### config.mk
export PLATFORM = sky130hd
export DESIGN_NAME = quad_decoder_flat
export DESIGN_NICKNAME = d
export VERILOG_FILES = /design/src/rtl/quad_decoder_if.sv /design/src/rtl/quad_decoder.sv /design/src/flat_wrapper.sv
export SDC_FILE = /design/constraint.sdc
export NUM_CORES = 1
export LEC_CHECK = 0
export ABC_AREA = 1
export CORE_MARGIN = 2
export CORE_UTILIZATION = 56
export CTS_CLUSTER_SIZE = 24
export DETAILED_ROUTE_END_ITERATION = 8
export PLACE_DENSITY = 0.79
export SYNTH_ARGS = -nofsm -noshare
export SYNTH_HDL_FRONTEND = slang
export SYNTH_SLANG_ARGS = --single-unit
### constraint.sdc
create_clock -name CLK -period 7.23 [get_ports CLK]
set_clock_uncertainty 0.15 [all_clocks]
set_input_delay 2.169 -clock CLK [delete_from_list [all_inputs] [get_ports CLK]]
set_output_delay 2.169 -clock CLK [all_outputs]
set_load 0.05 [all_outputs]
### src/rtl/quad_decoder_if.sv
// Quadrature decoder pin/status bundle.
//   slave  : decoder side  (A, B, Clr in; Up, Down, Dir, Err, Err_Sticky,
//            Position, High, Low out)
//   master : driver/monitor side (mirror of slave)
interface quad_decoder_if #(
    parameter int WIDTH = 5
);
    logic             A;
    logic             B;
    logic             Clr;
    logic             Up;
    logic             Down;
    logic             Dir;
    logic             Err;
    logic             Err_Sticky;
    logic [WIDTH-1:0] Position;
    logic             High;
    logic             Low;

    modport slave (
        input  A, B, Clr,
        output Up, Down, Dir, Err, Err_Sticky, Position, High, Low
    );

    modport master (
        output A, B, Clr,
        input  Up, Down, Dir, Err, Err_Sticky, Position, High, Low
    );
endinterface

### src/rtl/quad_decoder.sv
// Quadrature decoder with 2-flop synchronizers, per-channel stability filter,
// Gray-code step decode and a saturating position counter.
//   CLK  : clock, rising edge
//   RST  : synchronous active-low reset
//   bus  : quad_decoder_if.slave (A/B pins, Clr in; step pulses, direction,
//          error pulse/sticky, Position and High/Low flags out)
module quad_decoder #(
    parameter int WIDTH = 5,
    parameter int FILT  = 2   // 1..7 stable samples before a change is accepted
) (
    input  logic           CLK,
    input  logic           RST,
    quad_decoder_if.slave  bus
);

    localparam logic [2:0] FILT_M1 = 3'(FILT - 1);

    typedef enum logic [1:0] {ST_INIT, ST_PRIME, ST_RUN} state_t;

    state_t           state_q, state_d;
    logic             init_cnt_q, init_cnt_d;
    logic [1:0]       sync1_q, sync1_d;     // bit 1 = A, bit 0 = B
    logic [1:0]       sync2_q, sync2_d;
    logic [1:0]       filt_q, filt_d;
    logic [1:0][2:0]  cnt_q, cnt_d;
    logic             up_q, up_d;
    logic             down_q, down_d;
    logic             err_q, err_d;
    logic             dir_q, dir_d;
    logic             sticky_q, sticky_d;
    logic [WIDTH-1:0] pos_q, pos_d;

    logic run_en, prime_en;
    logic fwd, rev, bad;

    // State register plus all datapath flops
    always_ff @(posedge CLK) begin
        if (!RST) begin
            state_q    <= ST_INIT;
            init_cnt_q <= 1'b0;
            sync1_q    <= '0;
            sync2_q    <= '0;
            filt_q     <= '0;
            cnt_q      <= '0;
            up_q       <= 1'b0;
            down_q     <= 1'b0;
            err_q      <= 1'b0;
            dir_q      <= 1'b1;
            sticky_q   <= 1'b0;
            pos_q      <= '0;
        end else begin
            state_q    <= state_d;
            init_cnt_q <= init_cnt_d;
            sync1_q    <= sync1_d;
            sync2_q    <= sync2_d;
            filt_q     <= filt_d;
            cnt_q      <= cnt_d;
            up_q       <= up_d;
            down_q     <= down_d;
            err_q      <= err_d;
            dir_q      <= dir_d;
            sticky_q   <= sticky_d;
            pos_q      <= pos_d;
        end
    end

    // Next state: two INIT cycles let the synchronizer fill, one PRIME cycle
    // seeds the filter, then RUN forever.
    always_comb begin
        state_d    = state_q;
        init_cnt_d = init_cnt_q;
        case (state_q)
            ST_INIT: begin
                init_cnt_d = 1'b1;
                if (init_cnt_q) state_d = ST_PRIME;
            end
            ST_PRIME: state_d = ST_RUN;
            ST_RUN:   state_d = ST_RUN;
            default:  state_d = ST_INIT;
        endcase
    end

    // FSM outputs
    always_comb begin
        run_en   = (state_q == ST_RUN);
        prime_en = (state_q == ST_PRIME);
    end

    // Synchronizers and per-channel filters
    always_comb begin
        sync1_d = {bus.A, bus.B};
        sync2_d = sync1_q;
        filt_d  = filt_q;
        cnt_d   = cnt_q;
        if (prime_en) begin
            filt_d = sync2_q;
            cnt_d  = '0;
        end else if (run_en) begin
            for (int i = 0; i < 2; i++) begin
                if (sync2_q[i] != filt_q[i]) begin
                    // Accept on the FILT-th consecutive differing sample
                    if (cnt_q[i] == FILT_M1) begin
                        filt_d[i] = sync2_q[i];
                        cnt_d[i]  = '0;
                    end else begin
                        cnt_d[i]  = cnt_q[i] + 3'd1;
                    end
                end else begin
                    cnt_d[i] = '0;   // reverted: restart stability count
                end
            end
        end
    end

    // Step decode. Forward successor of {a,b} in 00->01->11->10 is {b,~a};
    // reverse predecessor is {~b,a}. Both bits flipping is illegal.
    always_comb begin
        fwd = run_en && (filt_d == {filt_q[0], ~filt_q[1]});
        rev = run_en && (filt_d == {~filt_q[0], filt_q[1]});
        bad = run_en && ((filt_d ^ filt_q) == 2'b11);

        up_d   = fwd;
        down_d = rev;
        err_d  = bad;

        dir_d = dir_q;
        if (fwd)      dir_d = 1'b1;
        else if (rev) dir_d = 1'b0;

        pos_d = pos_q;
        if (bus.Clr)                       pos_d = '0;
        else if (fwd && (pos_q != '1))     pos_d = pos_q + 1'b1;
        else if (rev && (pos_q != '0))     pos_d = pos_q - 1'b1;

        sticky_d = sticky_q;
        if (bus.Clr)  sticky_d = 1'b0;
        else if (bad) sticky_d = 1'b1;
    end

    assign bus.Up         = up_q;
    assign bus.Down       = down_q;
    assign bus.Err        = err_q;
    assign bus.Dir        = dir_q;
    assign bus.Err_Sticky = sticky_q;
    assign bus.Position   = pos_q;
    assign bus.High       = &pos_q;
    assign bus.Low        = ~|pos_q;

endmodule

### src/flat_wrapper.sv
// flat-port wrapper written by rule: the top's interface ports become plain ports
module quad_decoder_flat 
#(
    parameter int WIDTH = 5,
    parameter int FILT  = 2                                                     
)
  (CLK, RST, bus_A, bus_B, bus_Clr, bus_Up, bus_Down, bus_Dir, bus_Err, bus_Err_Sticky, bus_Position, bus_High, bus_Low);
  quad_decoder_if #(.WIDTH(WIDTH)) bus_i ();
  input  logic CLK;
  input  logic RST;
  input wire logic [$bits(bus_i.A)-1:0] bus_A;
  input wire logic [$bits(bus_i.B)-1:0] bus_B;
  input wire logic [$bits(bus_i.Clr)-1:0] bus_Clr;
  output wire logic [$bits(bus_i.Up)-1:0] bus_Up;
  output wire logic [$bits(bus_i.Down)-1:0] bus_Down;
  output wire logic [$bits(bus_i.Dir)-1:0] bus_Dir;
  output wire logic [$bits(bus_i.Err)-1:0] bus_Err;
  output wire logic [$bits(bus_i.Err_Sticky)-1:0] bus_Err_Sticky;
  output wire logic [$bits(bus_i.Position)-1:0] bus_Position;
  output wire logic [$bits(bus_i.High)-1:0] bus_High;
  output wire logic [$bits(bus_i.Low)-1:0] bus_Low;
  assign bus_i.A = bus_A;
  assign bus_i.B = bus_B;
  assign bus_i.Clr = bus_Clr;
  assign bus_Up = bus_i.Up;
  assign bus_Down = bus_i.Down;
  assign bus_Dir = bus_i.Dir;
  assign bus_Err = bus_i.Err;
  assign bus_Err_Sticky = bus_i.Err_Sticky;
  assign bus_Position = bus_i.Position;
  assign bus_High = bus_i.High;
  assign bus_Low = bus_i.Low;
  quad_decoder #(.WIDTH(WIDTH), .FILT(FILT)) u_core (.CLK(CLK), .RST(RST), .bus(bus_i));
endmodule
# After elaboration in Yosys (flattened, before gate mapping)
# Cells that the tools add are included.
[totals] register_bits=25 output_inout_bits=12 word_cells=61 in_bits=5
[classes] n_eq_ne=11 mux=14 reduce_logical=15 addsub=4 n_bitwise=4
[ops] cell="$mux 3" count=4
[ops] cell="$mux 5" count=2
[ops] cell="$reduce_or 2->1" count=4
[ops] cell="$add 3x1->3 const B" count=2
[ops] cell="$eq 3x1->1 const B" count=2
[ops] cell="$mux 2" count=3
[ops] cell="$add 5x1->5 const B" count=1
[ops] cell="$logic_and 1x1->1" count=5
[ops] cell="$ne 5x5->1 const B" count=1
[ops] cell="$reduce_and 5->1" count=1
[ops] cell="$reduce_bool 5->1" count=1
[ops] cell="$reduce_or 5->1" count=1
[ops] cell="$sub 5x1->5 const B" count=1
[ops] cell="$eq 2x2->1" count=2
[ops] cell="$eq 2x2->1 const B" count=2
[ops] cell="$mux 1" count=4
[ops] cell="$pmux 2 s2" count=1
[ops] cell="$not 1->1" count=3
[ops] cell="$eq 2x1->1 const B" count=1
[ops] cell="$logic_not 2->1" count=1
[ops] cell="$ne 1x1->1" count=2
[ops] cell="$ne 2x1->1 const B" count=1
[ops] cell="$reduce_bool 2->1" count=1
[ops] cell="$xor 2x2->2" count=1
[ops] cell="$logic_not 1->1" count=1

# Depth between registers and ports, before layout
# Gate-level depths: netlist of run 1.
[depth] ltp_word=10 mapped_depth=22 mapped_depth_nobuf=21

# Worst setup path after synthesis of run 1
# No wires, ideal clock.
[synth_path] path_kind="register to output" from="register u_core.pos_q[0] (netlist: u_core.bus.Position[0])" to="output port bus_High" arrival_ns=1.554 stages_incl_launch_ff=5 setup_slack_ns=3.357 required_ns=4.911 n_path_buf=0 cell_sequence="dfxtp_1 -> inv_1 -> nor3_1 -> nand3_1 -> inv_1"
[synth_via] elab_chain_cells=1
[synth_rtl] element="start, declared" line_no="quad_decoder.sv:31" text="logic [WIDTH-1:0] pos_q, pos_d;"
[synth_rtl] element="start signal, assigned" line_no="quad_decoder.sv:63" text="pos_q <= pos_d;"
[synth_rtl] element="$reduce_and 5->1" line_no="quad_decoder.sv:146" text="assign bus.High = &pos_q;"
[synth_rtl] element="end, declared" line_no="flat_wrapper.sv:20" text="output wire logic [$bits(bus_i.High)-1:0] bus_High;"
# No other way between the ends.

# Worst setup path after layout of run 1
# Ends and elaborated chain as after synthesis.

==> impl_metrics.prom, run 1 <==
# TYPE chip_impl_metric gauge
chip_impl_metric{name="crit_arrival",unit="ps"} 2110
chip_impl_metric{name="clock-sinks",unit=""} 25
chip_impl_metric{name="clock.fmax",unit="MHz"} 226
chip_impl_metric{name="routed_via_density",unit=""} 5.19
chip_impl_metric{name="ys.warnings.count",unit=""} 0
chip_impl_metric{name="design_area",unit="um^2"} 1540
chip_impl_metric{name="cellPowerDensity",unit="nW/um^2"} 293
chip_impl_info{name="cts.root.buffer_cell",value="sky130_fd_sc_hd__clkbuf_4"} 1
chip_impl_info{name="type_of_element_launching_the_critical_path",value="flop"} 1
chip_impl_metric{name="p_sw_share",unit="%"} 44.6
chip_impl_metric{name="cts-resized-gates",unit=""} 0
chip_impl_metric{name="globalplace.congestion",unit=""} 0.873
chip_impl_metric{name="grt_usage",unit="%"} 21.8
chip_impl_metric{name="setup_viol",unit=""} 0
chip_impl_metric{name="die_w",unit="um"} 52.7
chip_impl_metric{name="first_pass_detailed_route_iteration_total",unit=""} 4
chip_impl_info{name="layout_common_cells",value="30 x sky130_fd_sc_hd__inv_1, 25 x sky130_fd_sc_hd__dfxtp_1, 23 x sky130_fd_sc_hd__nor2_1"} 1
chip_impl_metric{name="r2r.worst_path.cells",unit=""} 18
chip_impl_metric{name="tritoncts.num_buffers",unit=""} 3
chip_impl_metric{name="slew_violations",unit=""} 0
chip_impl_metric{name="design.final.nets",unit=""} 202
chip_impl_info{name="reg2reg_from",value="u_core.state_q[0]"} 1
chip_impl_metric{name="start_util",unit="%"} 59.6
chip_impl_metric{name="boundaryPins",unit=""} 17
chip_impl_info{name="hold_path.class",value="flop to flop"} 1
chip_impl_metric{name="power_frac_clock",unit="%"} 13.4
chip_impl_metric{name="synth.lib_cells_used.distinct",unit=""} 29
chip_impl_metric{name="clk_transition_reported_paths",unit="ps"} 130
chip_impl_info{name="synth.largest_area_cell",value="sky130_fd_sc_hd__dfxtp_1"} 1
chip_impl_metric{name="ctsLongestPathBuffers",unit=""} 2
chip_impl_metric{name="number_of_hold_slack_violations_in_the_final_timing_report",unit=""} 0
chip_impl_metric{name="synthesis.area",unit="um^2"} 1330
chip_impl_info{name="result_of_the_run",value="complete, no violations"} 1
chip_impl_metric{name="post-layout-total-power",unit="uW"} 452
chip_impl_info{name="holdCritStartpoint",value="u_core.sync1_q[1]"} 1
chip_impl_metric{name="layout-area-overhead-vs-synth",unit="%"} 15.9
chip_impl_metric{name="post_route_cells_drive_above_1_share",unit="%"} 13.3
chip_impl_metric{name="placed_wire_length_estimate_after_detailed_placement",unit="um"} 1990
chip_impl_metric{name="grt_start_max_net_pins",unit=""} 15
chip_impl_metric{name="placement_rows",unit=""} 17
chip_impl_info{name="tritoncts",value="yes"} 1
chip_impl_metric{name="p_int",unit="uW"} 250
chip_impl_metric{name="yosysTopAreaCellShare",unit="%"} 37.6
chip_impl_metric{name="diodes",unit=""} 0
chip_impl_metric{name="timing.hold.worst_path_depth",unit=""} 2
chip_impl_metric{name="critical_path_required",unit="ps"} 4910
chip_impl_metric{name="leakagePower",unit="nW"} 0.743
chip_impl_metric{name="holdBufCountCts",unit=""} 0
chip_impl_metric{name="syn-instance-count",unit=""} 169
chip_impl_metric{name="timing.setup.tns",unit="ps"} 0
chip_impl_metric{name="grt_overflow_total",unit=""} 0
chip_impl_metric{name="drt_iter0_drc",unit=""} 20
chip_impl_metric{name="comb_power_share",unit="%"} 49.2
chip_impl_metric{name="post_drt_wl_per_cell",unit="um"} 11.6
chip_impl_metric{name="cts_setup_buffers",unit=""} 0
chip_impl_metric{name="die_span_in_y",unit="um"} 52.7
chip_impl_info{name="timing_worst_setup_path_type",value="flop to primary output"} 1
chip_impl_info{name="min_delay_worst_endpoint",value="u_core.sync2_q[1]"} 1
chip_impl_info{name="rsz0062_at_grt",value="no"} 1
chip_impl_info{name="layout.cells.most_common",value="sky130_fd_sc_hd__inv_1"} 1
chip_impl_info{name="crit_path_end_kind",value="primary output"} 1
chip_impl_metric{name="syn_avg_cell_area",unit="um^2"} 7.87
chip_impl_metric{name="yosys_register_bits",unit=""} 25
chip_impl_metric{name="sequentialPowerShare",unit="%"} 37.4
chip_impl_metric{name="maxCapViolations",unit=""} 0
chip_impl_metric{name="fp.dieArea",unit="um^2"} 2780
chip_impl_metric{name="grt_antenna_before_repair",unit=""} 0
chip_impl_metric{name="post-route-min-period",unit="ps"} 4430
chip_impl_metric{name="max_slew_margin",unit="%"} 66.2
chip_impl_metric{name="worst_skew_pair.late_latency",unit="ps"} 310
chip_impl_metric{name="p_switching",unit="uW"} 202
chip_impl_metric{name="timing_worst_slew_pin_value",unit="ps"} 505
chip_impl_info{name="yosys-top-cells-area",value="sky130_fd_sc_hd__dfxtp_1 38%, sky130_fd_sc_hd__inv_1 8.5%, sky130_fd_sc_hd__ha_1 6.6%, sky130_fd_sc_hd__nor2_1 6.5%, sky130_fd_sc_hd__nand2_4 5.1%"} 1
chip_impl_metric{name="ys_seq_area_share",unit="%"} 37.6
chip_impl_metric{name="timing.final.crit_share",unit="%"} 61.3
chip_impl_metric{name="grt_pass1_vias",unit=""} 1098
chip_impl_metric{name="drt-total-wl",unit="um"} 2500
chip_impl_metric{name="standard_cell_area_after_detailed_placement",unit="um^2"} 1510
chip_impl_metric{name="htree_levels",unit=""} 1
chip_impl_metric{name="port-buffer-count",unit=""} 16
chip_impl_metric{name="antenna_left",unit=""} 0
chip_impl_metric{name="core-area",unit="um^2"} 2230
chip_impl_metric{name="critical_path.max_fanout",unit=""} 6
chip_impl_metric{name="route.vias.total",unit=""} 1122
chip_impl_metric{name="power.ir.vdd_worst",unit="V"} 0.000224
chip_impl_info{name="worstReg2RegEnd",value="u_core.bus.Position[4]"} 1
chip_impl_metric{name="drc_errors",unit=""} 0
chip_impl_metric{name="grt_pass1_wl",unit="um"} 4530
chip_impl_metric{name="synthesis.nets",unit=""} 182
chip_impl_metric{name="r2r_slack",unit="ps"} 4210
[worst max path at each step]
stage               endpoint                   start  slack [ps]  cells after the start
floorplan           bus_High  u_core.bus.Position[0]        3360                      4
global placement    bus_High  u_core.bus.Position[0]        3190                      5
detailed placement  bus_High  u_core.bus.Position[0]        3180                      5
CTS                 bus_High  u_core.bus.Position[0]        2800                      5
global route        bus_High  u_core.bus.Position[0]        2670                      5
finish              bus_High  u_core.bus.Position[0]        2800                      5
[state kept, by name, indices dropped and copies added, names as in the netlist]
name,cells
u_core.cnt_q,6
u_core.bus.Position,5
u_core.filt_q,2
u_core.state_q,2
u_core.sync1_q,2
u_core.sync2_q,2
u_core.bus.Dir,1
u_core.bus.Down,1
u_core.bus.Err,1
u_core.bus.Err_Sticky,1
u_core.bus.Up,1
u_core.init_cnt_q,1
[through the flow]
stage,setup slack [ps],hold slack [ps],utilization (%),instances
final,2800,280,69.0,216
after global routing,2670,302,69.0,216
after CTS,2800,285,69.0,216
after detailed placement,3180,258,67.8,212
after global placement,3190,260,67.8,212
after floorplan,3360,240,-,169
[cell type report]
cell class	instances	area, um^2
Clock buffer	3	22.5
Clock inverter	1	5.00
Fill cell	191	692
Inverter	33	126
Multi-Input combinational cell	110	692
Sequential cell	25	500
Tap cell	28	35.0
Timing Repair Buffer	16	160
[critical path: stages (launching register included)]
cell and delay, ps:
sky130_fd_sc_hd__dfxtp_1 430, sky130_fd_sc_hd__inv_1 100, sky130_fd_sc_hd__nor3_1 170, sky130_fd_sc_hd__nand3_1 200, sky130_fd_sc_hd__inv_1 100, sky130_fd_sc_hd__clkdlybuf4s50_1 800
[power groups by stage]
stage          Clock, mW  Sequential (mW)  Combinational (mW)
2_1_floorplan          0            0.185               0.164
3_3_place_gp           0            0.171               0.213
3_5_place_dp           0            0.172               0.222
4_1_cts           0.0639            0.169               0.224
5_1_grt           0.0700            0.172               0.250
6_report          0.0606            0.169               0.223
[layer usage]
metal  wire length (um)  share of wire, %  up-vias  global-route usage [%]
li1                   -                 -      578                       -
met1               1180                47      515                    27.5
met2               1190                47       22                    36.0
met3                 95               3.8        7                    4.29
met4                 44               1.8        0                    8.97
met5                  0                 0        -                       0
[cells by family after synthesis]
kind of cell,count (synthesis),synth area share (%)
AOI/OAI and AO/OA,20,8.94
and+or+nand+nor,77,31.7
DFF,25,37.6
buffers and inverters,34,10.3
adders and majority gates,8,8.09
xor gates and xnor gates,5,3.29
[Yosys cell counts]
cell                        n
sky130_fd_sc_hd__nor3_1     2
sky130_fd_sc_hd__nand3_2    2
sky130_fd_sc_hd__nor4_1     1
sky130_fd_sc_hd__a31oi_1    1
sky130_fd_sc_hd__nor2_1    23
sky130_fd_sc_hd__nand2_4    6
sky130_fd_sc_hd__inv_2      2
sky130_fd_sc_hd__o21ai_0    5
sky130_fd_sc_hd__nand4_2    1
sky130_fd_sc_hd__a211oi_1   1
sky130_fd_sc_hd__and3_1     1
sky130_fd_sc_hd__xnor2_1    1
sky130_fd_sc_hd__nand3_1   13
sky130_fd_sc_hd__o21bai_1   1
sky130_fd_sc_hd__nand2_2    7
sky130_fd_sc_hd__dfxtp_1   25
sky130_fd_sc_hd__fa_1       1
sky130_fd_sc_hd__nand4_4    1
sky130_fd_sc_hd__nand4_1    3
sky130_fd_sc_hd__inv_1     30
sky130_fd_sc_hd__buf_6      1
sky130_fd_sc_hd__xor2_1     4
sky130_fd_sc_hd__a211oi_2   1
sky130_fd_sc_hd__o21ai_1    3
sky130_fd_sc_hd__ha_1       7
sky130_fd_sc_hd__a21oi_1    7
sky130_fd_sc_hd__nand2_1   17
sky130_fd_sc_hd__o211a_1    1
sky130_fd_sc_hd__inv_4      1
Note: power is estimated with default switching activity, not from simulation.
==> run 2, diff against run 1 <==
Settings changed: CORE_UTILIZATION 56 to 48, PLACE_DENSITY 0.79 to 0.72.
Clock period 7.23 ns to 3.95 ns, I/O delays scaled along.
==> impl_metrics.prom, run 2 (synthesized netlist as in run 1, its figures left out) <==
# TYPE chip_impl_metric gauge
chip_impl_metric{name="leakagePower",unit="nW"} 0.740
chip_impl_metric{name="clk_transition_reported_paths",unit="ps"} 130
chip_impl_info{name="worst_setup_path_startpoint",value="u_core.bus.Position[0]"} 1
chip_impl_metric{name="post_drt_wl_per_cell",unit="um"} 10.9
chip_impl_metric{name="power.ir.vdd_worst",unit="V"} 0.000347
chip_impl_metric{name="layout-area-overhead-vs-synth",unit="%"} 16.1
chip_impl_metric{name="placement_rows",unit=""} 19
chip_impl_metric{name="grt_start_max_net_pins",unit=""} 14
chip_impl_metric{name="worst_skew_pair.late_latency",unit="ps"} 310
chip_impl_metric{name="fin_util",unit="%"} 57.5
chip_impl_metric{name="finalWorstSetupSlack",unit="ps"} 508
chip_impl_metric{name="grt_usage",unit="%"} 16.5
chip_impl_info{name="type_of_element_launching_the_critical_path",value="flop"} 1
chip_impl_metric{name="placed_wire_length_estimate_after_detailed_placement",unit="um"} 1900
chip_impl_info{name="result_of_the_run",value="complete, no violations"} 1
chip_impl_metric{name="slew_violations",unit=""} 0
chip_impl_info{name="largest-register",value="u_core.cnt_q"} 1
chip_impl_metric{name="core-area",unit="um^2"} 2690
chip_impl_metric{name="holdBufCountCts",unit=""} 0
chip_impl_info{name="rsz0062_at_grt",value="no"} 1
chip_impl_metric{name="max_slew_margin",unit="%"} 66.5
chip_impl_metric{name="grt_overflow_total",unit=""} 0
chip_impl_metric{name="timing.hold.worst_path_depth",unit=""} 2
chip_impl_info{name="layout.cells.most_common",value="sky130_fd_sc_hd__inv_1"} 1
chip_impl_metric{name="route.vias.total",unit=""} 1104
chip_impl_metric{name="design.final.nets",unit=""} 202
chip_impl_metric{name="globalplace.congestion",unit=""} 0.936
chip_impl_metric{name="cts_setup_buffers",unit=""} 0
chip_impl_metric{name="fp.dieArea",unit="um^2"} 3210
chip_impl_metric{name="post-route-min-period",unit="ps"} 3440
chip_impl_metric{name="clock-sinks",unit=""} 25
chip_impl_metric{name="start_util",unit="%"} 49.5
chip_impl_metric{name="timing.setup.tns",unit="ps"} 0
chip_impl_metric{name="ctsLongestPathBuffers",unit=""} 2
chip_impl_metric{name="critical_path.max_fanout",unit=""} 6
chip_impl_metric{name="setup_viol",unit=""} 0
chip_impl_metric{name="boundaryPins",unit=""} 17
chip_impl_metric{name="antenna_left",unit=""} 0
chip_impl_metric{name="grt_pass1_wl",unit="um"} 4240
chip_impl_metric{name="grt_pass1_vias",unit=""} 1045
chip_impl_metric{name="die_w",unit="um"} 56.6
chip_impl_metric{name="die_span_in_y",unit="um"} 56.6
chip_impl_info{name="worstReg2RegEnd",value="u_core.bus.Position[4]"} 1
chip_impl_info{name="timing.critical_path.to",value="bus_High"} 1
chip_impl_metric{name="grt_antenna_before_repair",unit=""} 0
chip_impl_metric{name="hold_ws",unit="ps"} 275
chip_impl_metric{name="crit_arrival",unit="ps"} 2110
chip_impl_metric{name="drt_iter0_drc",unit=""} 26
chip_impl_metric{name="number_of_hold_slack_violations_in_the_final_timing_report",unit=""} 0
chip_impl_metric{name="largest_register_ff_count",unit=""} 6
chip_impl_metric{name="critical_path_required",unit="ps"} 2610
chip_impl_metric{name="r2r.worst_path.cells",unit=""} 17
chip_impl_metric{name="routed_via_density",unit=""} 5.04
chip_impl_metric{name="cellPowerDensity",unit="nW/um^2"} 530
chip_impl_metric{name="diodes",unit=""} 0
chip_impl_metric{name="setup_slack_at_placement",unit="ps"} 866
chip_impl_metric{name="clock.fmax",unit="MHz"} 291
chip_impl_info{name="crit_path_end_kind",value="primary output"} 1
chip_impl_metric{name="timing.final.crit_share",unit="%"} 87.1
chip_impl_metric{name="post_route_cells_drive_above_1_share",unit="%"} 12.8
chip_impl_metric{name="maxCapViolations",unit=""} 0
chip_impl_info{name="hold_path.class",value="flop to flop"} 1
chip_impl_metric{name="drc_errors",unit=""} 0
chip_impl_info{name="reg2reg_from",value="u_core.state_q[0]"} 1
chip_impl_metric{name="timing_worst_slew_pin_value",unit="ps"} 501
chip_impl_metric{name="tritoncts.num_buffers",unit=""} 3
chip_impl_metric{name="port-buffer-count",unit=""} 16
chip_impl_metric{name="r2r_slack",unit="ps"} 960
chip_impl_metric{name="cts-resized-gates",unit=""} 0
chip_impl_info{name="layout_common_cells",value="30 x sky130_fd_sc_hd__inv_1, 25 x sky130_fd_sc_hd__dfxtp_1, 23 x sky130_fd_sc_hd__nor2_1"} 1
chip_impl_metric{name="htree_levels",unit=""} 1
chip_impl_metric{name="first_pass_detailed_route_iteration_total",unit=""} 4
chip_impl_info{name="timing_worst_setup_path_type",value="flop to primary output"} 1
chip_impl_info{name="cts.root.buffer_cell",value="sky130_fd_sc_hd__clkbuf_4"} 1
chip_impl_metric{name="drt-total-wl",unit="um"} 2380
chip_impl_info{name="tritoncts",value="yes"} 1
-- run 2: worst min path at each step --
stage                 startpoint                 to  slack (ps)
2_1_floorplan  u_core.sync1_q[0]  u_core.sync2_q[0]         240
3_3_place_gp   u_core.sync1_q[1]  u_core.sync2_q[1]         250
4_1_cts        u_core.sync1_q[1]  u_core.sync2_q[1]         280
3_5_place_dp   u_core.sync1_q[1]  u_core.sync2_q[1]         250
5_1_grt        u_core.sync1_q[1]  u_core.sync2_q[1]         310
6_report       u_core.sync1_q[1]  u_core.sync2_q[1]         280
-- run 2: stage by stage --
step	cell area, um^2	std cells	total power [mW]
after CTS	1540	219	0.828
after detailed placement	1520	215	0.716
after global routing	1540	219	0.886
final	1540	219	0.819
after global placement	1520	215	0.702
after floorplan	1330	169	0.639
-- run 2: where the power goes --
group | leakage (nW) | internal [mW] | switching, mW
registers | 0.204 | 0.284 | 0.0246
clock network | 0.0150 | 0.0395 | 0.0715
logic | 0.522 | 0.135 | 0.264
-- run 2: final cells by class --
type                            instances  area [um^2]
Timing Repair Buffer                   16          160
Tap cell                               31         38.8
Sequential cell                        25          500
Fill cell                             232         1140
Inverter                               33          126
Multi-Input combinational cell        110          692
Clock buffer                            4         26.3
-- run 2: metal layers --
layer	track usage (%)	routed length, um	up-vias
met4	7.82	55	0
met3	3.00	88	7
met5	0	0	-
li1	-	-	575
met1	19.7	1080	497
met2	28.4	1160	25
-- run 2: critical path, cell delays in order (launching register included) --
cell and delay (ps):
sky130_fd_sc_hd__dfxtp_1 430, sky130_fd_sc_hd__inv_1 110, sky130_fd_sc_hd__nor3_1 180, sky130_fd_sc_hd__nand3_1 180, sky130_fd_sc_hd__inv_1 100, sky130_fd_sc_hd__clkdlybuf4s50_1 800
